`config.mk`:
```
export PLATFORM = sky130hd
export DESIGN_NAME = weight_bram_sequencer
export DESIGN_NICKNAME = d
export VERILOG_FILES = /design/src/rtl/weight_bram_sequencer.sv
export SDC_FILE = /design/constraint.sdc
export NUM_CORES = 1
export LEC_CHECK = 0
export ABC_AREA = 0
export BUFFER_PORTS_ARGS = -buffer_cell sky130_fd_sc_hd__buf_2
export CAP_MARGIN = 0
export CORE_ASPECT_RATIO = 0.9
export CORE_MARGIN = 5
export CORE_UTILIZATION = 32
export DETAILED_ROUTE_END_ITERATION = 10
export PLACE_DENSITY_LB_ADDON = 0.25
export SLEW_MARGIN = 0
export SYNTH_ARGS = -nofsm -noshare
export SYNTH_HDL_FRONTEND = slang
export SYNTH_SLANG_ARGS = --single-unit
```
`constraint.sdc`:
```
create_clock -name clk_i -period 2.5 [get_ports clk_i]
set_clock_uncertainty 0.15 [all_clocks]
set_input_delay 0.125 -clock clk_i [delete_from_list [all_inputs] [get_ports clk_i]]
set_output_delay 0.125 -clock clk_i [all_outputs]
set_load 0.02 [all_outputs]
```
`src/rtl/weight_bram_sequencer.sv`:
```
// Weight BRAM port sequencer: arbitrates host single-word loads against a back-pressured
// full-vector read stream to the MAC datapath, using a 2-entry skid FIFO behind the BRAM.
module weight_bram_sequencer #(
   parameter int unsigned DEPTH  = 28,
   parameter int unsigned ADDR_W = 5,
   parameter int unsigned DATA_W = 16
) (
   input  logic              clk_i,
   input  logic              rst_ni,
   input  logic              start_i,
   output logic              busy_o,
   output logic              done_o,
   output logic [DATA_W-1:0] w_data_o,
   output logic              w_valid_o,
   input  logic              w_ready_i,
   output logic              w_last_o,
   input  logic              ld_req_i,
   input  logic [ADDR_W-1:0] ld_addr_i,
   input  logic [DATA_W-1:0] ld_data_i,
   output logic              ld_ack_o,
   output logic              ld_err_o,
   output logic [ADDR_W-1:0] bram_addr_o,
   output logic [DATA_W-1:0] bram_di_o,
   output logic              bram_en_o,
   output logic              bram_we_o,
   input  logic [DATA_W-1:0] bram_do_i
);

   localparam int unsigned     CntW   = ADDR_W + 1;
   localparam logic [CntW-1:0] DepthC = CntW'(DEPTH);
   localparam logic [CntW-1:0] LastC  = CntW'(DEPTH - 1);

   typedef enum logic [1:0] {StIdle, StLoad, StFetch} state_e;

   state_e              state_q, state_d;
   logic [CntW-1:0]     issue_cnt_q, issue_cnt_d;
   logic [CntW-1:0]     rd_cnt_q, rd_cnt_d;
   logic                inflight_q, inflight_d;
   logic [1:0]          fifo_cnt_q, fifo_cnt_d;
   logic [DATA_W-1:0]   slot0_q, slot0_d;
   logic [DATA_W-1:0]   slot1_q, slot1_d;
   logic                busy_q, busy_d;
   logic                done_q, done_d;
   logic                w_valid_q, w_valid_d;
   logic                w_last_q, w_last_d;
   logic                ld_ack_q, ld_ack_d;
   logic                ld_err_q, ld_err_d;
   logic [ADDR_W-1:0]   bram_addr_q, bram_addr_d;
   logic [DATA_W-1:0]   bram_di_q, bram_di_d;
   logic                bram_en_q, bram_en_d;
   logic                bram_we_q, bram_we_d;

   logic                pop, push, issue, ld_bad;
   logic [1:0]          occ, cnt_after_pop;

   always_comb begin
      state_d     = state_q;
      issue_cnt_d = issue_cnt_q;
      rd_cnt_d    = rd_cnt_q;
      busy_d      = busy_q;
      done_d      = 1'b0;
      ld_ack_d    = 1'b0;
      ld_err_d    = 1'b0;
      bram_en_d   = 1'b0;
      bram_we_d   = 1'b0;
      bram_addr_d = bram_addr_q;
      bram_di_d   = bram_di_q;
      issue       = 1'b0;

      pop           = (state_q == StFetch) && (fifo_cnt_q != 2'd0) && w_ready_i;
      push          = inflight_q;
      occ           = fifo_cnt_q + {1'b0, inflight_q} - {1'b0, pop};
      cnt_after_pop = fifo_cnt_q - {1'b0, pop};
      ld_bad        = ({1'b0, ld_addr_i} >= DepthC);

      unique case (state_q)
         StIdle: begin
            if (ld_req_i) begin
               state_d     = StLoad;
               bram_en_d   = 1'b1;
               bram_we_d   = !ld_bad;
               bram_addr_d = ld_addr_i;
               bram_di_d   = ld_data_i;
               ld_ack_d    = 1'b1;
               ld_err_d    = ld_bad;
            end else if (start_i) begin
               // FIFO and in-flight slot are empty here, so word 0 issues on the accept edge.
               state_d     = StFetch;
               busy_d      = 1'b1;
               rd_cnt_d    = '0;
               issue       = 1'b1;
               bram_en_d   = 1'b1;
               bram_addr_d = '0;
               issue_cnt_d = CntW'(1);
            end
         end
         StLoad: state_d = StIdle;
         StFetch: begin
            if ((issue_cnt_q < DepthC) && (occ < 2'd2)) begin
               issue       = 1'b1;
               bram_en_d   = 1'b1;
               bram_addr_d = issue_cnt_q[ADDR_W-1:0];
               issue_cnt_d = issue_cnt_q + CntW'(1);
            end
            if (pop) begin
               rd_cnt_d = rd_cnt_q + CntW'(1);
               if (rd_cnt_q == LastC) begin
                  state_d = StIdle;
                  busy_d  = 1'b0;
                  done_d  = 1'b1;
               end
            end
         end
         default: state_d = StIdle;
      endcase

      inflight_d = issue;

      // Shift-register FIFO: slot0 is the head and drives w_data_o directly.
      slot0_d = pop ? slot1_q : slot0_q;
      slot1_d = slot1_q;
      if (push) begin
         if (cnt_after_pop == 2'd0) slot0_d = bram_do_i;
         else                       slot1_d = bram_do_i;
      end
      fifo_cnt_d = cnt_after_pop + {1'b0, push};

      w_valid_d = (fifo_cnt_d != 2'd0);
      w_last_d  = w_valid_d && (rd_cnt_d == LastC);
   end

   always_ff @(posedge clk_i or negedge rst_ni) begin
      if (!rst_ni) begin
         state_q     <= StIdle;
         issue_cnt_q <= '0;
         rd_cnt_q    <= '0;
         inflight_q  <= 1'b0;
         fifo_cnt_q  <= 2'd0;
         slot0_q     <= '0;
         slot1_q     <= '0;
         busy_q      <= 1'b0;
         done_q      <= 1'b0;
         w_valid_q   <= 1'b0;
         w_last_q    <= 1'b0;
         ld_ack_q    <= 1'b0;
         ld_err_q    <= 1'b0;
         bram_addr_q <= '0;
         bram_di_q   <= '0;
         bram_en_q   <= 1'b0;
         bram_we_q   <= 1'b0;
      end else begin
         state_q     <= state_d;
         issue_cnt_q <= issue_cnt_d;
         rd_cnt_q    <= rd_cnt_d;
         inflight_q  <= inflight_d;
         fifo_cnt_q  <= fifo_cnt_d;
         slot0_q     <= slot0_d;
         slot1_q     <= slot1_d;
         busy_q      <= busy_d;
         done_q      <= done_d;
         w_valid_q   <= w_valid_d;
         w_last_q    <= w_last_d;
         ld_ack_q    <= ld_ack_d;
         ld_err_q    <= ld_err_d;
         bram_addr_q <= bram_addr_d;
         bram_di_q   <= bram_di_d;
         bram_en_q   <= bram_en_d;
         bram_we_q   <= bram_we_d;
      end
   end

   assign busy_o      = busy_q;
   assign done_o      = done_q;
   assign w_data_o    = slot0_q;
   assign w_valid_o   = w_valid_q;
   assign w_last_o    = w_last_q;
   assign ld_ack_o    = ld_ack_q;
   assign ld_err_o    = ld_err_q;
   assign bram_addr_o = bram_addr_q;
   assign bram_di_o   = bram_di_q;
   assign bram_en_o   = bram_en_q;
   assign bram_we_o   = bram_we_q;

endmodule

```
### After elaboration in Yosys (flattened, before gate mapping)

Cells that the tools add are included.

* equal/unequal tests: 9
* mux-type cells: 40
* magnitude comparators: 3
* add/subtract/negate cells: 6
* bitwise gates (word level): 1
* reductions and logical operators: 16

Operators with widths (count)
* $mux 16: 3
* $mux 6: 6
* $pmux 6 s2: 2
* $mux 1: 17
* $mux 5: 3
* $add 6x1->6 const B: 2
* $eq 6x5->1 const B: 2
* $pmux 5 s2: 1
* $mux 2: 4
* $lt 6x5->1 const B: 1
* $ne 2x2->1 const B: 3
* $pmux 1 s2: 3
* $reduce_and 3->1: 2
* $reduce_bool 2->1: 3
* $ge 5x5->1 const B: 1
* $reduce_and 5->1: 1
* $add 2x1->2: 2
* $logic_and 1x1->1: 4
* $logic_not 2->1: 2
* $ne 2x1->1 const B: 2
* $pmux 2 s2: 1
* $reduce_and 2->1: 2
* $reduce_and 4->1: 1
* $sub 2x1->2: 2
* other kinds (5): 5

* bits in registers: 78
* logic and storage cells: 92
* bits of input ports: 42
* output and inout port bits: 45

### Longest topological paths before layout

Gate-level depths: netlist of run 1.

* word-level depth: 8
* depth in mapped cells: 10
* mapped depth without buffers: 9

### Least setup slack after synthesis of run 1

OpenSTA, ideal clock, no wires.

* path kind: flip-flop to flip-flop
* from: register state_q[0]
* to: register bram_addr_q[0], in the netlist bram_addr_o[0]
* buffers on the path: 1
* setup slack: 0.110 ns
* cell stages (with the launch flop): 11
* library setup time: 0.128 ns
* arrival time: 2.112 ns
* path through: dfrtp_1 -> nand3b_1 -> nor2_1 -> nand2_1 -> nand2_1 -> ha_1 -> a21bo_1 -> nand3_1 -> and2_1 -> clkbuf_1 -> mux2_1

* longest elaborated chain between the ends: 8
* elaborated cells between the ends (all ways): 12
* classes of those cells: 1 x add/sub; 1 x order compare; 3 x eq/ne; 1 x mux; 6 x reduce/logical

Ends and longest elaborated chain
* from (decl): RTL line 35 `state_e state_q, state_d;`
* from (signal assigned): RTL line 134 `state_q <= StIdle;`
* from (signal assigned): RTL line 152 `state_q <= state_d;`
* $eq 2x2->1: RTL line 70, 76
* $logic_and 1x1->1 (2 in a row): RTL line 70 `pop = (state_q == StFetch) && (fifo_cnt_q != 2'd0) && w_ready_i;`
* $sub 2x1->2: RTL line 72 `occ = fifo_cnt_q + {1'b0, inflight_q} - {1'b0, pop};`
* $lt 2x2->1: RTL line 99 `if ((issue_cnt_q < DepthC) && (occ < 2'd2)) begin`
* $logic_and 1x1->1: RTL line 99
* $ne 2x1->1 (no line)
* $reduce_and 3->1 (no line)
* to (signal assigned): RTL line 165 `bram_addr_q <= bram_addr_d;`
* to (decl): RTL line 48 `logic [ADDR_W-1:0] bram_addr_q, bram_addr_d;`

Several ways; a longest one is shown, not always the timed one.
A chain may end at the register's enable or synchronous reset.

### Worst setup path in the final report of run 1

Same ends and word-level chain as after synthesis.

==> impl_metrics.toml, run 1 <==
[power]
p_leak_nw = 2.17
power.density_nw_per_um2 = 1240
p_int_mw = 3.74
power.share.clock_pct = 24.7
power.share.sequential_pct = 37.1
swShare_pct = 35.4
pwr-share-comb_pct = 38.2
p_total_mw = 5.79
power.switching_mw = 2.05
vdd_drop_max_uv = 565

[timing]
finalMaxSlewViolations = 0
whs_ns = 0.0116
period_minus_slack_ns = 2.33
timing.final.ws_setup_ns = 0.173
fmax_mhz = 430
rsz0062_at_grt = "false"
setup_violations = 0
worst_pin_slew_ns = 0.974
timing.final.crit_share_pct = 93.1
hold_viol = 0
maxSlewHeadroom_pct = 35.1
setup-tns-final_ns = 0

[yosys]
syn-instance-count = 281
synth_edf_count = 0
yosysWarnings = 0
syn_avg_cell_area_um2 = 11.9
synth_seq_area_share_pct = 58.5
synth_most_common_cell = "dfrtp_1"
synth-seq-cells = 78
synthesis.nets = 326
synth.top_cell.area_share_pct = 58.5
ys_types = 38
synth.area.top_cells = "dfrtp_1 (58%), mux2_1 (9.8%), mux2i_1 (6.0%)"
async_flop_share_pct = 100
yosys.area.top_type = "dfrtp_1"
syn_area_um2 = 3340
synthTopCellsByCount = "dfrtp_1 (78), nand2_1 (38), mux2_1 (29)"
ys.flop_type = "dfrtp_1"

[routing]
vias = 2537
drt_iter0_drc = 65
viasPerCell = 4.66
drt_pass1_iterations = 4
wl_per_cell_um = 13.5
drtAntennaViolNets = 0
drc_errors = 0
wirelength_mm = 7.34

[placement]
io_buffers = 86
place_ws_ns = 0.0687
dpl.hpwl_mm = 4.91
placed_cell_area_um2 = 3940
dp.cells = 490
place.gp.congestion = 0.774

[critical_path]
crit_chain = "nand3b_1 > nor2_1 > nand2_1 > nand2_1 > ha_1 > a21bo_1 > nand3_1 > and2_2 > mux2_1"
path_buf_inv = 0
slowest_stage = "dfrtp_1"
cp_max_fo = 8
path_common_cell = "nand2_1"
required_ns = 2.55
crit_arrival_ns = 2.38
end_kind = "flip-flop"
critPathKind = "flip-flop to flip-flop"
cp_slowest_stage_delay_ns = 0.44
cp_top_family = "simple AND/OR/NAND/NOR gates"
start_kind = "flip-flop"

[layout]
postLayoutCoreUtil_pct = 45.7
syn_to_final_growth_pct = 39.7
stdcell_area_um2 = 4660
final_cells = 544
antenna_cells = 0
drive_gt1_share_pct = 30.1
nNetsFinal = 457

[floorplanning]
initial_utilization_pct = 32.7
row_count = 35
die_w_um = 118
placeableCoreArea_um2 = 10200
die_h_um = 107
io_pins = 87
dieArea_um2 = 12600

[global_route]
grt_pass1_vias = 2661
grt_use_met3_pct = 3.96
grt-ovfl-total = 0
grt_max_degree = 79
grt_use_met2_pct = 20.6
grt_pass1_wl_mm = 12.6
gr-usage-all-layers_pct = 12.4
antenna_found_initial = 0
top_usage_layer = "met2"
grt.met1_usage_pct = 14.9

[clock_tree]
h-tree-depth = 3
cts.path.max_buffers = 2
clk_pin_slew_worst_paths_ns = 0.06
cts_made_buffers = 9
cts_tree = "built"
cts_num_sinks = 78
clock_latency_ns = 0.33
clockRootBuffer = "clkbuf_16"

[outcome]
status = "finished, final reports clean"

[job]
maxCapViolations = 0

[min_path]
min_path_type = "primary input to flip-flop"
what timing repair did:
action	CTS	global route
hold endpoints to repair	132	0
setup endpoints to repair	0	6
buffers inserted	0	1
resized for setup	0	1
hold buffers	39	0
cells by family after synthesis:
kind of cell / count (synthesis) / share of synthesized area [%]
compound gates: 36 / 6.15
xor+xnor: 1 / 0.262
fa+ha+maj: 3 / 1.12
buf+inv: 21 / 2.55
flops: 78 / 58.5
mux: 58 / 18.8
simple gates: 84 / 12.6
area by class of cell:
type | count | area [µm²]
clock buffers | 9 | 225
multi-input cells | 182 | 1310
well taps | 129 | 161
fillers | 963 | 5540
inverters | 7 | 26.3
flip-flops and latches | 78 | 1950
clock inverters | 5 | 100
repair buffers | 134 | 891
worst min-delay path: stages:
cell and delay (ns):
buf_2 0.08, nand3_1 0.06, nand2_1 0.06, mux2_1 0.13
flip-flops by register name, indices dropped and copies added, names as in the netlist, 2 cells and up:
name	cells
bram_di_o	16
slot1_q	16
w_data_o	16
issue_cnt_q	6
rd_cnt_q	6
bram_addr_o	5
fifo_cnt_q	2
state_q	2
cells in the final DEF, fill, tap and decap left out, drive strengths merged, types with 2 or more instances in the layout:
master,n
o21ai,26
nand3,11
nand2,38
mux2,38
inv,7
nor4b,2
nor2,10
clkinv,2
dfrtp,78
a31oi,2
nand2b,3
clkbuf,9
and2,4
or4,2
buf,95
nand3b,2
o31ai,2
o211ai,2
bufinv,3
and3,2
nor2b,3
dlygate4sd3,39
mux2i,20
ha,3
worst paths after layout:
| check | from | slack [ns] | to | cells after the start |
|---|---|---|---|---|
| setup / recovery | state_q[0] | 0.17 | bram_addr_o[0] | 9 |
| hold / removal | ld_addr_i[0] | 0.01 | bram_addr_o[0] | 4 |
| setup reg to reg | state_q[0] | 0.17 | bram_addr_o[0] | 9 |
| hold reg to reg | bram_di_o[7] | 0.33 | bram_di_o[7] | 1 |
| max in group asynchronous | rst_ni | 1.22 | bram_di_o[6] | 2 |
| min in group asynchronous | rst_ni | 0.36 | bram_di_o[11] | 2 |
routing by layer:
layer	share of wire (%)	vias up
met5	0	-
met4	1.7	0
met2	50	55
met1	44	1233
li1	-	1241
met3	4.7	8
power groups by stage:
stage / clock (mW) / sequential (mW) / combinational (mW)
2_1_floorplan: 0 / 2.53 / 1.09
3_3_place_gp: 0 / 2.16 / 2.15
3_5_place_dp: 0 / 2.17 / 2.20
4_1_cts: 1.48 / 2.16 / 2.24
5_1_grt: 1.53 / 2.24 / 2.46
6_report: 1.43 / 2.15 / 2.21
Note: power is estimated with default switching activity, not from simulation.
==> inputs of run 2 (changes only) <==
--- a/config.mk
+++ b/config.mk
@@ -13,6 +13,7 @@
 export CORE_UTILIZATION = 32
 export DETAILED_ROUTE_END_ITERATION = 10
 export PLACE_DENSITY_LB_ADDON = 0.25
+export RECOVER_POWER = 25
 export SLEW_MARGIN = 0
 export SYNTH_ARGS = -nofsm -noshare
 export SYNTH_HDL_FRONTEND = slang
==> run 2 against run 1 <==
Net effect: the run now ends with capacitance limit, slew limit left; die area did not move; critical path depth did not move; global-route usage stayed put; wire length rose by 0.30%; total power fell by 1.5%; hold slack about the same; fmax hardly changed; design area is 1.3% lower; setup slack is essentially flat; largest cell class unchanged.
==> impl_metrics.toml, run 2 (synthesis results as in run 1) <==
[layout]
antenna_cells = 0
mostFrequentLayoutCells = "dfrtp_1 (78), clkbuf_1 (46), buf_2 (41)"
drive_gt1_share_pct = 19.0
nNetsFinal = 457
syn_to_final_growth_pct = 37.8
final_common_cell = "dfrtp_1"

[floorplanning]
io_pins = 87
row_count = 35
die_h_um = 107
initial_utilization_pct = 32.7
die_w_um = 118
dieArea_um2 = 12600
placeableCoreArea_um2 = 10200

[routing]
drt_pass1_iterations = 4
drc_errors = 0
drtAntennaViolNets = 0
wl_per_cell_um = 13.5
wirelength_mm = 7.36
viasPerCell = 4.67
vias = 2540
drt_iter0_drc = 72

[job]
maxCapViolations = 1

[min_path]
min_path_type = "primary input to flip-flop"

[timing]
rsz0062_at_grt = "false"
setup_violations = 0
hold_viol = 0
period_minus_slack_ns = 2.33
worst_pin_slew_ns = 1.71
finalMaxSlewViolations = 79
maxSlewHeadroom_pct = -13.9
fmax_mhz = 430
timing.final.crit_share_pct = 93.1
whs_ns = 0.0116
setup-tns-final_ns = 0

[power]
power.density_nw_per_um2 = 1240
p_leak_nw = 2.03
vdd_drop_max_uv = 555

[clock_tree]
clockRootBuffer = "clkbuf_16"
cts_num_sinks = 78
h-tree-depth = 3
clk_pin_slew_worst_paths_ns = 0.06
cts_tree = "built"
cts.path.max_buffers = 2
clock_latency_ns = 0.33
cts_made_buffers = 9

[placement]
dpl.hpwl_mm = 4.91
place.gp.congestion = 0.774
io_buffers = 86

[outcome]
status = "finished, violations left"
failed_checks = "capacitance limit, slew limit"

[critical_path]
path_common_cell = "nand2_1"
slowest_stage = "dfrtp_1"
crit_chain = "nand3b_1 > nor2_1 > nand2_1 > nand2_1 > ha_1 > a21bo_1 > nand3_1 > and2_2 > mux2_1"
cp_slowest_stage_delay_ns = 0.44
cp_max_fo = 8
path_buf_inv = 0
crit_arrival_ns = 2.38
end_kind = "flip-flop"
required_ns = 2.55
critPathKind = "flip-flop to flip-flop"
cp_top_family = "simple AND/OR/NAND/NOR gates"
start_kind = "flip-flop"

[global_route]
grt-ovfl-total = 0
grt_pass1_vias = 2661
antenna_found_initial = 0
grt_pass1_wl_mm = 12.6
gr-usage-all-layers_pct = 12.4
grt_max_degree = 79
run 2: area by class of cell:
class | count | area (µm²)
inverter | 7 | 26.3
timing repair buffer | 134 | 828
clock buffer | 9 | 225
tap | 129 | 161
clock inverter | 5 | 100
multi-input combinational | 182 | 1310
fill | 994 | 5600
sequential | 78 | 1950
run 2: repair_timing:
action | in CTS | in global routing
endpoints found under the hold margin | 132 | 0
setup buffers | 0 | 1
hold buffers | 39 | 0
setup endpoints to repair | 0 | 6
gates resized for setup | 0 | 1
run 2: power breakdown:
group / switching, mW / leakage (nW) / total (mW) / internal, mW
Clock: 0.471 / 0.161 / 1.43 / 0.960
Sequential: 0.334 / 0.954 / 2.16 / 1.83
Combinational: 1.26 / 0.910 / 2.11 / 0.855
run 2: final timing paths:
kind	from	to	slack (ns)	cells past startpoint
worst max-delay path	state_q[0]	bram_addr_o[0]	0.17	9
worst min-delay path	ld_addr_i[0]	bram_addr_o[0]	0.01	4
worst max register to register	state_q[0]	bram_addr_o[0]	0.17	9
worst min register to register	bram_di_o[7]	bram_di_o[7]	0.33	1
max in group asynchronous	rst_ni	busy_o	0.52	2
min in group asynchronous	rst_ni	bram_di_o[11]	0.67	2
run 2: stage by stage:
| step | total power, mW | utilization (%) | worst slack (ns) | cell area (µm²) | std cells |
|---|---|---|---|---|---|
| floorplan | 3.62 | - | 0.110 | 3340 | 281 |
| global placement | 4.31 | 38.6 | 0.152 | 3940 | 490 |
| detailed placement | 4.37 | 38.6 | 0.0687 | 3940 | 490 |
| CTS | 5.88 | 45.6 | 0.0439 | 4650 | 543 |
| global route | 6.14 | 45.1 | 0.00643 | 4600 | 544 |
| finish | 5.71 | 45.1 | 0.173 | 4600 | 544 |
run 2: worst reg2reg max path: cells and delay by family, from the launching register on:
kind | cells | cell delay (ns)
multiplexers | 1 | 0.35
adder cells (fa/ha/maj) | 1 | 0.18
AO/OA/AOI/OAI | 1 | 0.22
flip-flops | 1 | 0.44
AND/OR/NAND/NOR | 6 | 0.86
run 2: routing by layer:
metal  global-route usage [%]  share of wire (%)
met4                     5.00                1.7
met5                        0                  0
met2                     20.6                 50
met1                     14.9                 44
met3                     3.96                4.5
==> inputs of run 3 (changes only) <==
--- a/config.mk
+++ b/config.mk
@@ -8,7 +8,6 @@
 export ABC_AREA = 0
 export BUFFER_PORTS_ARGS = -buffer_cell sky130_fd_sc_hd__buf_2
 export CAP_MARGIN = 0
-export CORE_ASPECT_RATIO = 0.9
 export CORE_MARGIN = 5
 export CORE_UTILIZATION = 32
 export DETAILED_ROUTE_END_ITERATION = 10
==> run 3 against run 2 <==
Net effect: core utilization shrank 0.41 points; setup slack better by 0.035 ns; count of clock-buffer cells in the layout is 1 higher; largest power group is now combinational logic; sequential power is essentially flat; die area is essentially flat; hold slack improved by 0.087 ns; fmax rose by 1.5%; critical path depth is the same; global-route usage shrank 0.22 points; combinational power is 3% higher; via count up 1.1%; sequential cell count stayed put; the run now ends clean.
==> impl_metrics.toml, run 3 (synthesis results as in run 1) <==
[layout]
nNetsFinal = 462
final_common_cell = "dfrtp_1"
drive_gt1_share_pct = 28.0
mostFrequentLayoutCells = "dfrtp_1 (78), buf_2 (76), dlygate4sd3_1 (42)"
final_cells = 558
stdcell_area_um2 = 4570
antenna_cells = 0
syn_to_final_growth_pct = 36.9

[timing]
fmax_mhz = 436
rsz0062_at_grt = "false"
maxSlewHeadroom_pct = 30.3
period_minus_slack_ns = 2.29
hold_viol = 0
worst_pin_slew_ns = 1.05
finalMaxSlewViolations = 0
setup-tns-final_ns = 0
setup_violations = 0
timing.final.crit_share_pct = 91.7
whs_ns = 0.0983

[placement]
io_buffers = 86
dpl.hpwl_mm = 5.10
placed_cell_area_um2 = 3970
dp.cells = 500
place.gp.congestion = 0.762

[job]
maxCapViolations = 0

[floorplanning]
row_count = 37
die_w_um = 112
io_pins = 87
die_h_um = 112
initial_utilization_pct = 32.6
dieArea_um2 = 12600
placeableCoreArea_um2 = 10200

[clock_tree]
cts.path.max_buffers = 2
clockRootBuffer = "clkbuf_8"
cts_num_sinks = 78
cts_made_buffers = 9
cts_tree = "built"
h-tree-depth = 3
clock_latency_ns = 0.35
clk_pin_slew_worst_paths_ns = 0.08
post_cts_buffers = 0

[critical_path]
crit_chain = "nand3b_1 > nor2_1 > nand2_1 > nand2_1 > ha_1 > a21bo_1 > nand3_1 > and2_2 > mux2_1"
r2r-start = "state_q[1]"
cp_slowest_stage_delay_ns = 0.46
slowest_stage = "dfrtp_1"
cp_max_fo = 8
end_kind = "flip-flop"
required_ns = 2.59
path_common_cell = "nand2_1"
crit_arrival_ns = 2.38
cp_top_family = "simple AND/OR/NAND/NOR gates"
r2r_cells = 9
path_buf_inv = 0
rrSetupSlack_ns = 0.21
path_depth = 9
critPathLaunch = "state_q[1]"
start_kind = "flip-flop"
critPathKind = "flip-flop to flip-flop"

[power]
vdd_drop_max_uv = 526
power.density_nw_per_um2 = 1160
p_total_mw = 5.29
p_leak_nw = 2.10

[global_route]
grt-ovfl-total = 0
antenna_found_initial = 0
gr-usage-all-layers_pct = 12.2
grt_pass1_vias = 2547
grt_max_degree = 43
grt_pass1_wl_mm = 12.4

[routing]
viasPerCell = 4.60
dr_wl_met2_mm = 3.37
wl_per_cell_um = 13.4
drc_errors = 0
wl_met1_mm = 3.42
vias = 2568
drt_iter0_drc = 77
dr_wl_met3_um = 620
wirelength_mm = 7.49
drt_pass1_iterations = 4
top_layer_used = "met4"
drtAntennaViolNets = 0

[min_path]
min_path_type = "primary input to flip-flop"
min_from = "start_i"
holdPathStages = 4

[outcome]
status = "finished, final reports clean"
run 3: per-stage QoR:
step / utilization (%) / setup WS [ns]
after detailed placement: 38.8 / 0.129
final: 44.7 / 0.208
after global placement: 38.8 / 0.198
after global routing: 44.7 / 0.0352
after CTS: 44.8 / 0.112
after floorplan: - / 0.110
run 3: worst paths after layout:
check | end
max in group asynchronous | inflight_q
worst max-delay path | bram_addr_o[2]
worst min register to register | bram_di_o[11]
worst max register to register | bram_addr_o[2]
worst min-delay path | rd_cnt_q[3]
min in group asynchronous | state_q[1]
run 3: power breakdown:
part / internal (mW) / switching [mW] / total, mW
logic: 0.939 / 1.24 / 2.18
clock network: 0.485 / 0.469 / 0.954
registers: 1.82 / 0.332 / 2.15
run 3: cell type report:
| type | count | area [µm²] |
|---|---|---|
| well taps | 136 | 170 |
| inverters | 7 | 26.3 |
| clock inverters | 6 | 61.3 |
| multi-input cells | 182 | 1310 |
| flip-flops and latches | 78 | 1950 |
| clock buffers | 10 | 138 |
| repair buffers | 139 | 918 |
| fillers | 962 | 5660 |
run 3: repair_timing:
action | in CTS | in global routing
setup endpoints to repair | 0 | 5
gates resized for setup | 0 | 1
endpoints found under the hold margin | 96 | 0
hold buffers | 42 | 0
run 3: per-layer routing:
layer	track usage, %	vias to the layer above
li1	-	1253
met2	18.6	79
met1	15.6	1229
met4	4.33	0
met3	4.80	7
met5	0	-
run 3: worst min-delay path: stages:
cell	delay (ns)
buf_2	0.11
nand2b_1	0.09
o221ai_1	0.11
nand3_1	0.12
